`config.mk`:
```
export PLATFORM = sky130hd
export DESIGN_NAME = asip_controller_flat
export DESIGN_NICKNAME = d
export VERILOG_FILES = /design/src/rtl/asip_controller_if.sv /design/src/rtl/asip_controller.sv /design/src/flat_wrapper.sv
export SDC_FILE = /design/constraint.sdc
export NUM_CORES = 1
export LEC_CHECK = 0
export CORE_AREA = 2 2 39 41
export DETAILED_ROUTE_END_ITERATION = 6
export DIE_AREA = 0 0 41 43
export GPL_TIMING_DRIVEN = 0
export PLACE_DENSITY = 0.69
export SLEW_MARGIN = 20
export SYNTH_ARGS = -nofsm -noshare
export SYNTH_HDL_FRONTEND = slang
export SYNTH_SLANG_ARGS = --single-unit
```
`constraint.sdc`:
```
create_clock -name clk -period 1.48 [get_ports clk]
set_input_delay 0.222 -clock clk [delete_from_list [all_inputs] [get_ports clk]]
set_output_delay 0.222 -clock clk [all_outputs]
set_load 0.01 [all_outputs]
```
`src/rtl/asip_controller_if.sv`:
```
// asip_controller_if
// Bundles the instruction fields, ALU flags and datapath control lines
// that pass between the ASIP datapath and its control unit.
//   slave  : the controller. Takes Op, Rd and ALUFlags; drives every control line.
//   master : the datapath. Drives Op, Rd and ALUFlags; takes every control line.
// Signals:
//   Op[5:0]         Instr[16:11]; [5:4] = class, [3:0] = class-specific subfield
//   Rd[3:0]         Instr[7:4], destination register field
//   ALUFlags[3:0]   {N,Z,C,V} from the ALU
//   RegSrc[1:0]     [0] = read PC on RA1, [1] = read Rd on RA2
//   RegWrite        register-file write enable
//   ImmSrc[1:0]     immediate extension select
//   ALUSrc          0 = register SrcB, 1 = extended immediate
//   ALUControl[1:0] 00 ADD, 01 SUB, 10 AND, 11 OR
//   MemWrite        data-memory write enable
//   MemtoReg        1 = write-back from memory
//   PCSrc           1 = next PC comes from the ALU result
interface asip_controller_if;
   logic [5:0] Op;
   logic [3:0] Rd;
   logic [3:0] ALUFlags;
   logic [1:0] RegSrc;
   logic       RegWrite;
   logic [1:0] ImmSrc;
   logic       ALUSrc;
   logic [1:0] ALUControl;
   logic       MemWrite;
   logic       MemtoReg;
   logic       PCSrc;

   modport master (
      output Op, Rd, ALUFlags,
      input  RegSrc, RegWrite, ImmSrc, ALUSrc, ALUControl, MemWrite, MemtoReg, PCSrc
   );

   modport slave (
      input  Op, Rd, ALUFlags,
      output RegSrc, RegWrite, ImmSrc, ALUSrc, ALUControl, MemWrite, MemtoReg, PCSrc
   );
endinterface

```
`src/rtl/asip_controller.sv`:
```
// asip_controller
// Single-cycle control unit for the 17-bit ASIP datapath. It decodes the
// opcode into datapath selects and write enables. It also keeps a 4-bit
// NZCV flag register, which compare (COM) instructions load and
// conditional branches test.
// Ports:
//   clk    rising edge loads the flag register when a COM executes
//   reset  asynchronous, active-high; clears the flag register to 0000
//   bus    asip_controller_if.slave: Op, Rd and ALUFlags in; all control lines out
// All outputs are purely combinational from Op, Rd and the stored flags.
// Configuration macro CONTROLLER_PCWRITE_EN: when it is defined, any
// register write to R15 (SUM, RST or CDM with Rd == 4'hF) also redirects
// the PC. When it is undefined, Rd is ignored and only branches drive PCSrc.
module asip_controller (
   input  logic            clk,
   input  logic            reset,
   asip_controller_if.slave bus
);

   localparam logic [1:0] CLS_DATA   = 2'b00;
   localparam logic [1:0] CLS_MEM    = 2'b01;
   localparam logic [1:0] CLS_BRANCH = 2'b10;

   localparam logic [1:0] CMD_SUM = 2'b00;
   localparam logic [1:0] CMD_RST = 2'b01;
   localparam logic [1:0] CMD_COM = 2'b10;

   localparam logic [1:0] ALU_ADD = 2'b00;
   localparam logic [1:0] ALU_SUB = 2'b01;

   logic [3:0] flags;
   logic       flagW;
   logic       isBranch;
   logic       condEx;
   logic       regWriteInt;
   logic       flagN, flagZ, flagV;
   logic       unusedBits;

   assign flagN = flags[3];
   assign flagZ = flags[2];
   assign flagV = flags[0];

   // Main decoder. Each field is read only in the class that gives it
   // meaning, so don't-care bits (including x/z) never reach the outputs.
   // Reserved encodings fall through to all-zero controls.
   always_comb begin
      bus.RegSrc     = 2'b00;
      regWriteInt    = 1'b0;
      bus.ImmSrc     = 2'b00;
      bus.ALUSrc     = 1'b0;
      bus.ALUControl = ALU_ADD;
      bus.MemWrite   = 1'b0;
      bus.MemtoReg   = 1'b0;
      flagW          = 1'b0;
      isBranch       = 1'b0;
      case (bus.Op[5:4])
         CLS_DATA: begin
            bus.ALUSrc = bus.Op[3];
            case (bus.Op[2:1])
               CMD_SUM: regWriteInt = 1'b1;
               CMD_RST: begin
                  regWriteInt    = 1'b1;
                  bus.ALUControl = ALU_SUB;
               end
               CMD_COM: begin
                  bus.ALUControl = ALU_SUB;
                  flagW          = 1'b1;
               end
               default: ;
            endcase
         end
         CLS_MEM: begin
            bus.ALUSrc = 1'b1;
            bus.ImmSrc = 2'b01;
            if (bus.Op[1]) begin
               regWriteInt  = 1'b1;
               bus.MemtoReg = 1'b1;
            end else begin
               bus.MemWrite = 1'b1;
               bus.RegSrc   = 2'b10;
            end
         end
         CLS_BRANCH: begin
            if (bus.Op[3]) begin
               isBranch   = 1'b1;
               bus.RegSrc = 2'b01;
               bus.ImmSrc = 2'b10;
               bus.ALUSrc = 1'b1;
            end
         end
         default: ;
      endcase
   end

   // Branch condition evaluated against the stored flags. GT/LT/GE/LE are
   // the signed comparisons left behind by the previous COM.
   always_comb begin
      condEx = 1'b0;
      case (bus.Op[2:0])
         3'b000: condEx = 1'b1;
         3'b001: condEx = flagZ;
         3'b010: condEx = ~flagZ;
         3'b011: condEx = ~flagZ & (flagN == flagV);
         3'b100: condEx = (flagN != flagV);
         3'b101: condEx = (flagN == flagV);
         3'b110: condEx = flagZ | (flagN != flagV);
         default: condEx = 1'b0;
      endcase
   end

   assign bus.RegWrite = regWriteInt;

`ifdef CONTROLLER_PCWRITE_EN
   // A write-back to R15 acts as a computed jump.
   assign bus.PCSrc = (isBranch & condEx) | (regWriteInt & (bus.Rd == 4'hF));
   assign unusedBits = &{1'b0, flags[1]};
`else
   assign bus.PCSrc = isBranch & condEx;
   assign unusedBits = &{1'b0, flags[1], bus.Rd};
`endif

   // Only COM updates the flags. Branches and data writes leave them alone.
   // The carry bit is stored for completeness, although no condition tests it.
   always_ff @(posedge clk or posedge reset) begin
      if (reset)
         flags <= 4'b0000;
      else if (flagW)
         flags <= bus.ALUFlags;
   end

endmodule

```
`src/flat_wrapper.sv`:
```
// flat-port wrapper written by rule: the top's interface ports become plain ports
module asip_controller_flat 
  (clk, reset, bus_Op, bus_Rd, bus_ALUFlags, bus_RegSrc, bus_RegWrite, bus_ImmSrc, bus_ALUSrc, bus_ALUControl, bus_MemWrite, bus_MemtoReg, bus_PCSrc);
  asip_controller_if bus_i ();
  input  logic clk;
  input  logic reset;
  input wire logic [$bits(bus_i.Op)-1:0] bus_Op;
  input wire logic [$bits(bus_i.Rd)-1:0] bus_Rd;
  input wire logic [$bits(bus_i.ALUFlags)-1:0] bus_ALUFlags;
  output wire logic [$bits(bus_i.RegSrc)-1:0] bus_RegSrc;
  output wire logic [$bits(bus_i.RegWrite)-1:0] bus_RegWrite;
  output wire logic [$bits(bus_i.ImmSrc)-1:0] bus_ImmSrc;
  output wire logic [$bits(bus_i.ALUSrc)-1:0] bus_ALUSrc;
  output wire logic [$bits(bus_i.ALUControl)-1:0] bus_ALUControl;
  output wire logic [$bits(bus_i.MemWrite)-1:0] bus_MemWrite;
  output wire logic [$bits(bus_i.MemtoReg)-1:0] bus_MemtoReg;
  output wire logic [$bits(bus_i.PCSrc)-1:0] bus_PCSrc;
  assign bus_i.Op = bus_Op;
  assign bus_i.Rd = bus_Rd;
  assign bus_i.ALUFlags = bus_ALUFlags;
  assign bus_RegSrc = bus_i.RegSrc;
  assign bus_RegWrite = bus_i.RegWrite;
  assign bus_ImmSrc = bus_i.ImmSrc;
  assign bus_ALUSrc = bus_i.ALUSrc;
  assign bus_ALUControl = bus_i.ALUControl;
  assign bus_MemWrite = bus_i.MemWrite;
  assign bus_MemtoReg = bus_i.MemtoReg;
  assign bus_PCSrc = bus_i.PCSrc;
  asip_controller u_core (.clk(clk), .reset(reset), .bus(bus_i));
endmodule
```
==> results by group <==
Die
  – Core area: 0.00138 mm2
  – I/O pin cnt: 27
  – Die width: around 40 um
  – Die area: around 0.0018 mm2
  – Num rows: 14
  – Die H: approximately 43 um
  – Initial Util: 26.5%

Clock tree
  – Num CTS Buffers: 3
  – Clk_lat worst skew: 0.23 ns
  – Clock sinks: 3
  – Hold-fix buffers, CTS: 0
  – Clock Tree Root: clkbuf_4
  – CTS tree: done
  – CTS clk-pin slew, worst paths: approximately 0.040 ns
  – Longest Clk Path Bufs: 2
  – Max H-tree Level: 1

Timing
  – Tmin final: 1.57 ns
  – Period utilization: 106%
  – RSZ-0062 raised after global routing: true
  – Max frequency: 638 MHz
  – Final slew viol count: 0
  – Worst hold slack: ~0.15 ns
  – Clk_skew: 0 ns
  – Hold Violations, Final: 0
  – PnR worst setup slack: -0.0886 ns
  – Final setup violation count: 1

Critical path
  – Slowest-stage cell, CP: or4b_4
  – Critical Path, Cell by Cell: or4b_4 -> o211ai_2 -> nor3_2 -> buf_2
  – Slowest stage delay, CP: 0.48 ns
  – Crit Path Max Fanout: 2
  – WS Path Type: flip-flop to primary output
  – Critical Path Sink Type: primary output
  – Critical path startpoint category: flip-flop
  – WP data required: around 1.3 ns
  – CP Buf/Inv Count: 1
  – CP arrival: ~1.4 ns
  – Top cell family by delay on the critical path: simple AND/OR/NAND/NOR gates

Pwr
  – Power Density: 662 mW/mm2
  – Overall power: approximately 0.4 mW
  – Max IR drop VDD: just under 500 uV
  – Pleak: about 0.32 nW

Layout
  – Fin util: a little over two fifths
  – Biggest registers after layout: u_core.flags x3
  – Register with the most flip-flops: u_core.flags
  – Fin nets: 89
  – FILL cells: roughly 170
  – Antenna diodes: 0
  – P&R area growth vs syn: 64.8%
  – Share of post-route cells with drive strength above 1: between 30% and 40%
  – Largest register FFs: 3
  – Fin cells: 81

Placement
  – Placed cell count: 76
  – # port buffers: 20
  – Gpl congestion: 0.630

Detailed routing
  – Post-route ant nets: 0
  – Final WL: around 680 um
  – Drt drc: 0
  – Drt wl/cell: roughly 8.4 um
  – Via count: 355
  – Vias per inst: 4.38
  – Pre-antenna DRT Iters: 1
  – DRT iter0 DRCs: 0

Yosys
  – Syn_nets: 63
  – Post-synth cell types: 22
  – Post-Syn Area: roughly 370 um2
  – Yosys reg bits: 3
  – Post-synthesis sequential area ratio: about a fifth
  – Syn. warnings: 0
  – Syn Inst Count: 40
  – Average size of a mapped cell: between 9 and 10 um2

Global route
  – Vias in the first global route: 333
  – Largest net degree at the start of global routing: 9
  – First-pass GRT wire length: 1.21 mm
  – GRT busiest layer: met2
  – Grt met2 use: 16.3%
  – Met1 Track Usage GR: roughly a tenth
  – Grt ovf: 0
  – Routing usage on met3: about 3.7%
  – Global Route Usage Sum: a little over a tenth
  – Antenna violations before repair: 0

Min path
  – HP Class: input pin to async pin

Run status
  – Outcome: finished with violations
  – Failing checks: setup timing

Job
  – Max cap viols: 0
==> cells by family (layout without fill, tap and decap cells) <==
group / after synthesis / count (layout) / synth area share, %
AOI/OAI and AO/OA: 5 / 5 / 9.56
xor gates and xnor gates: 1 / 1 / 2.39
adders and majority gates: 7 / 7 / 23.9
buffers and inverters: 8 / 33 / 11.3
DFF: 3 / 3 / 20.5
muxes: 3 / 3 / 9.21
other: 1 / 1 / 1.02
and+or+nand+nor: 12 / 12 / 22.2
==> what timing repair did <==
action,CTS,global route
buffers inserted,1,0
gates resized for setup,33,2
setup endpoints to repair,10,3
pin swaps,3,0
==> Yosys cell counts <==
cell type	number	share of area (%)
conb_1	1	1.0
nand2b_1	1	1.7
buf_4	3	6.1
nand3_1	1	1.4
and2_2	1	2.0
nor2_1	1	1.0
and2_1	1	1.7
mux2_2	3	9.2
o211ai_1	1	2.0
xnor2_1	1	2.4
nand2_1	2	2.0
and3_1	1	1.7
and2b_2	1	2.4
ha_1	7	24
dfrtp_1	3	20
a21oi_1	1	1.4
and4b_1	1	2.7
or4b_1	1	2.7
nor3_2	1	2.7
inv_1	5	5.1
o21ai_0	2	2.7
o211ai_2	1	3.4
==> stage by stage <==
stage / worst slack, ns / instance area (um2) / TNS, ns
floorplan: 0.224 / 367 / 0
global placement: -0.688 / 587 / -5.53
detailed placement: -0.696 / 587 / -5.71
CTS: -0.100 / 609 / -0.100
global route: -0.153 / 604 / -0.153
finish: -0.0886 / 604 / -0.0886
==> cell type report <==
type / instances / area [um2] / share of cell area, %
Buffer: 3 / 22.5 / 3.73
Clock buffer: 4 / 26.3 / 4.35
Inverter: 5 / 18.8 / 3.11
Multi-Input combinational cell: 29 / 259 / 42.9
Sequential cell: 3 / 75.1 / 12.4
Tap cell: 16 / 20.0 / 3.31
Timing Repair Buffer: 21 / 183 / 30.2
==> per-layer routing <==
| layer | share of wire [%] | up-vias |
|---|---|---|
| met1 | 39 | 153 |
| li1 | - | 180 |
| met5 | 0 | - |
| met3 | 11 | 4 |
| met4 | 4.5 | 0 |
| met2 | 46 | 18 |
==> report_power, final <==
group	switching, mW	internal (mW)
sequential	0.0104	0.101
combinational	0.0596	0.0866
clock	0.0418	0.101
total	0.112	0.288
==> worst register-to-register path: stages, from the launching register on <==
cell     delay (ns)
dfrtp_1        0.37
buf_4          0.14
mux2_2         0.25
==> layout by cell type, fill, tap and decap left out, types with 2 or more instances in the layout <==
| master | n |
|---|---|
| nand2_1 | 2 |
| buf_4 | 4 |
| buf_2 | 4 |
| o21ai_0 | 2 |
| inv_1 | 4 |
| dlygate4sd2_1 | 6 |
| clkdlybuf4s15_2 | 2 |
| ha_1 | 7 |
| dfrtp_1 | 3 |
| clkbuf_4 | 3 |
| clkdlybuf4s50_1 | 6 |
| mux2_2 | 3 |
| clkdlybuf4s15_1 | 2 |
==> worst paths after layout <==
check / from / to / slack (ns) / cells past startpoint
max: u_core.flags[2] / bus_PCSrc / -0.09 / 4
min: reset / u_core.flags[2] / 0.15 / 2
max reg2reg: u_core.flags[2] / u_core.flags[2] / 0.61 / 2
min reg2reg: u_core.flags[3] / u_core.flags[3] / 0.52 / 1
max in group asynchronous: reset / u_core.flags[0] / 1.20 / 2
min in group clk: u_core.flags[3] / u_core.flags[3] / 0.52 / 1
No activity file was read; power rests on OpenSTA's default activity.
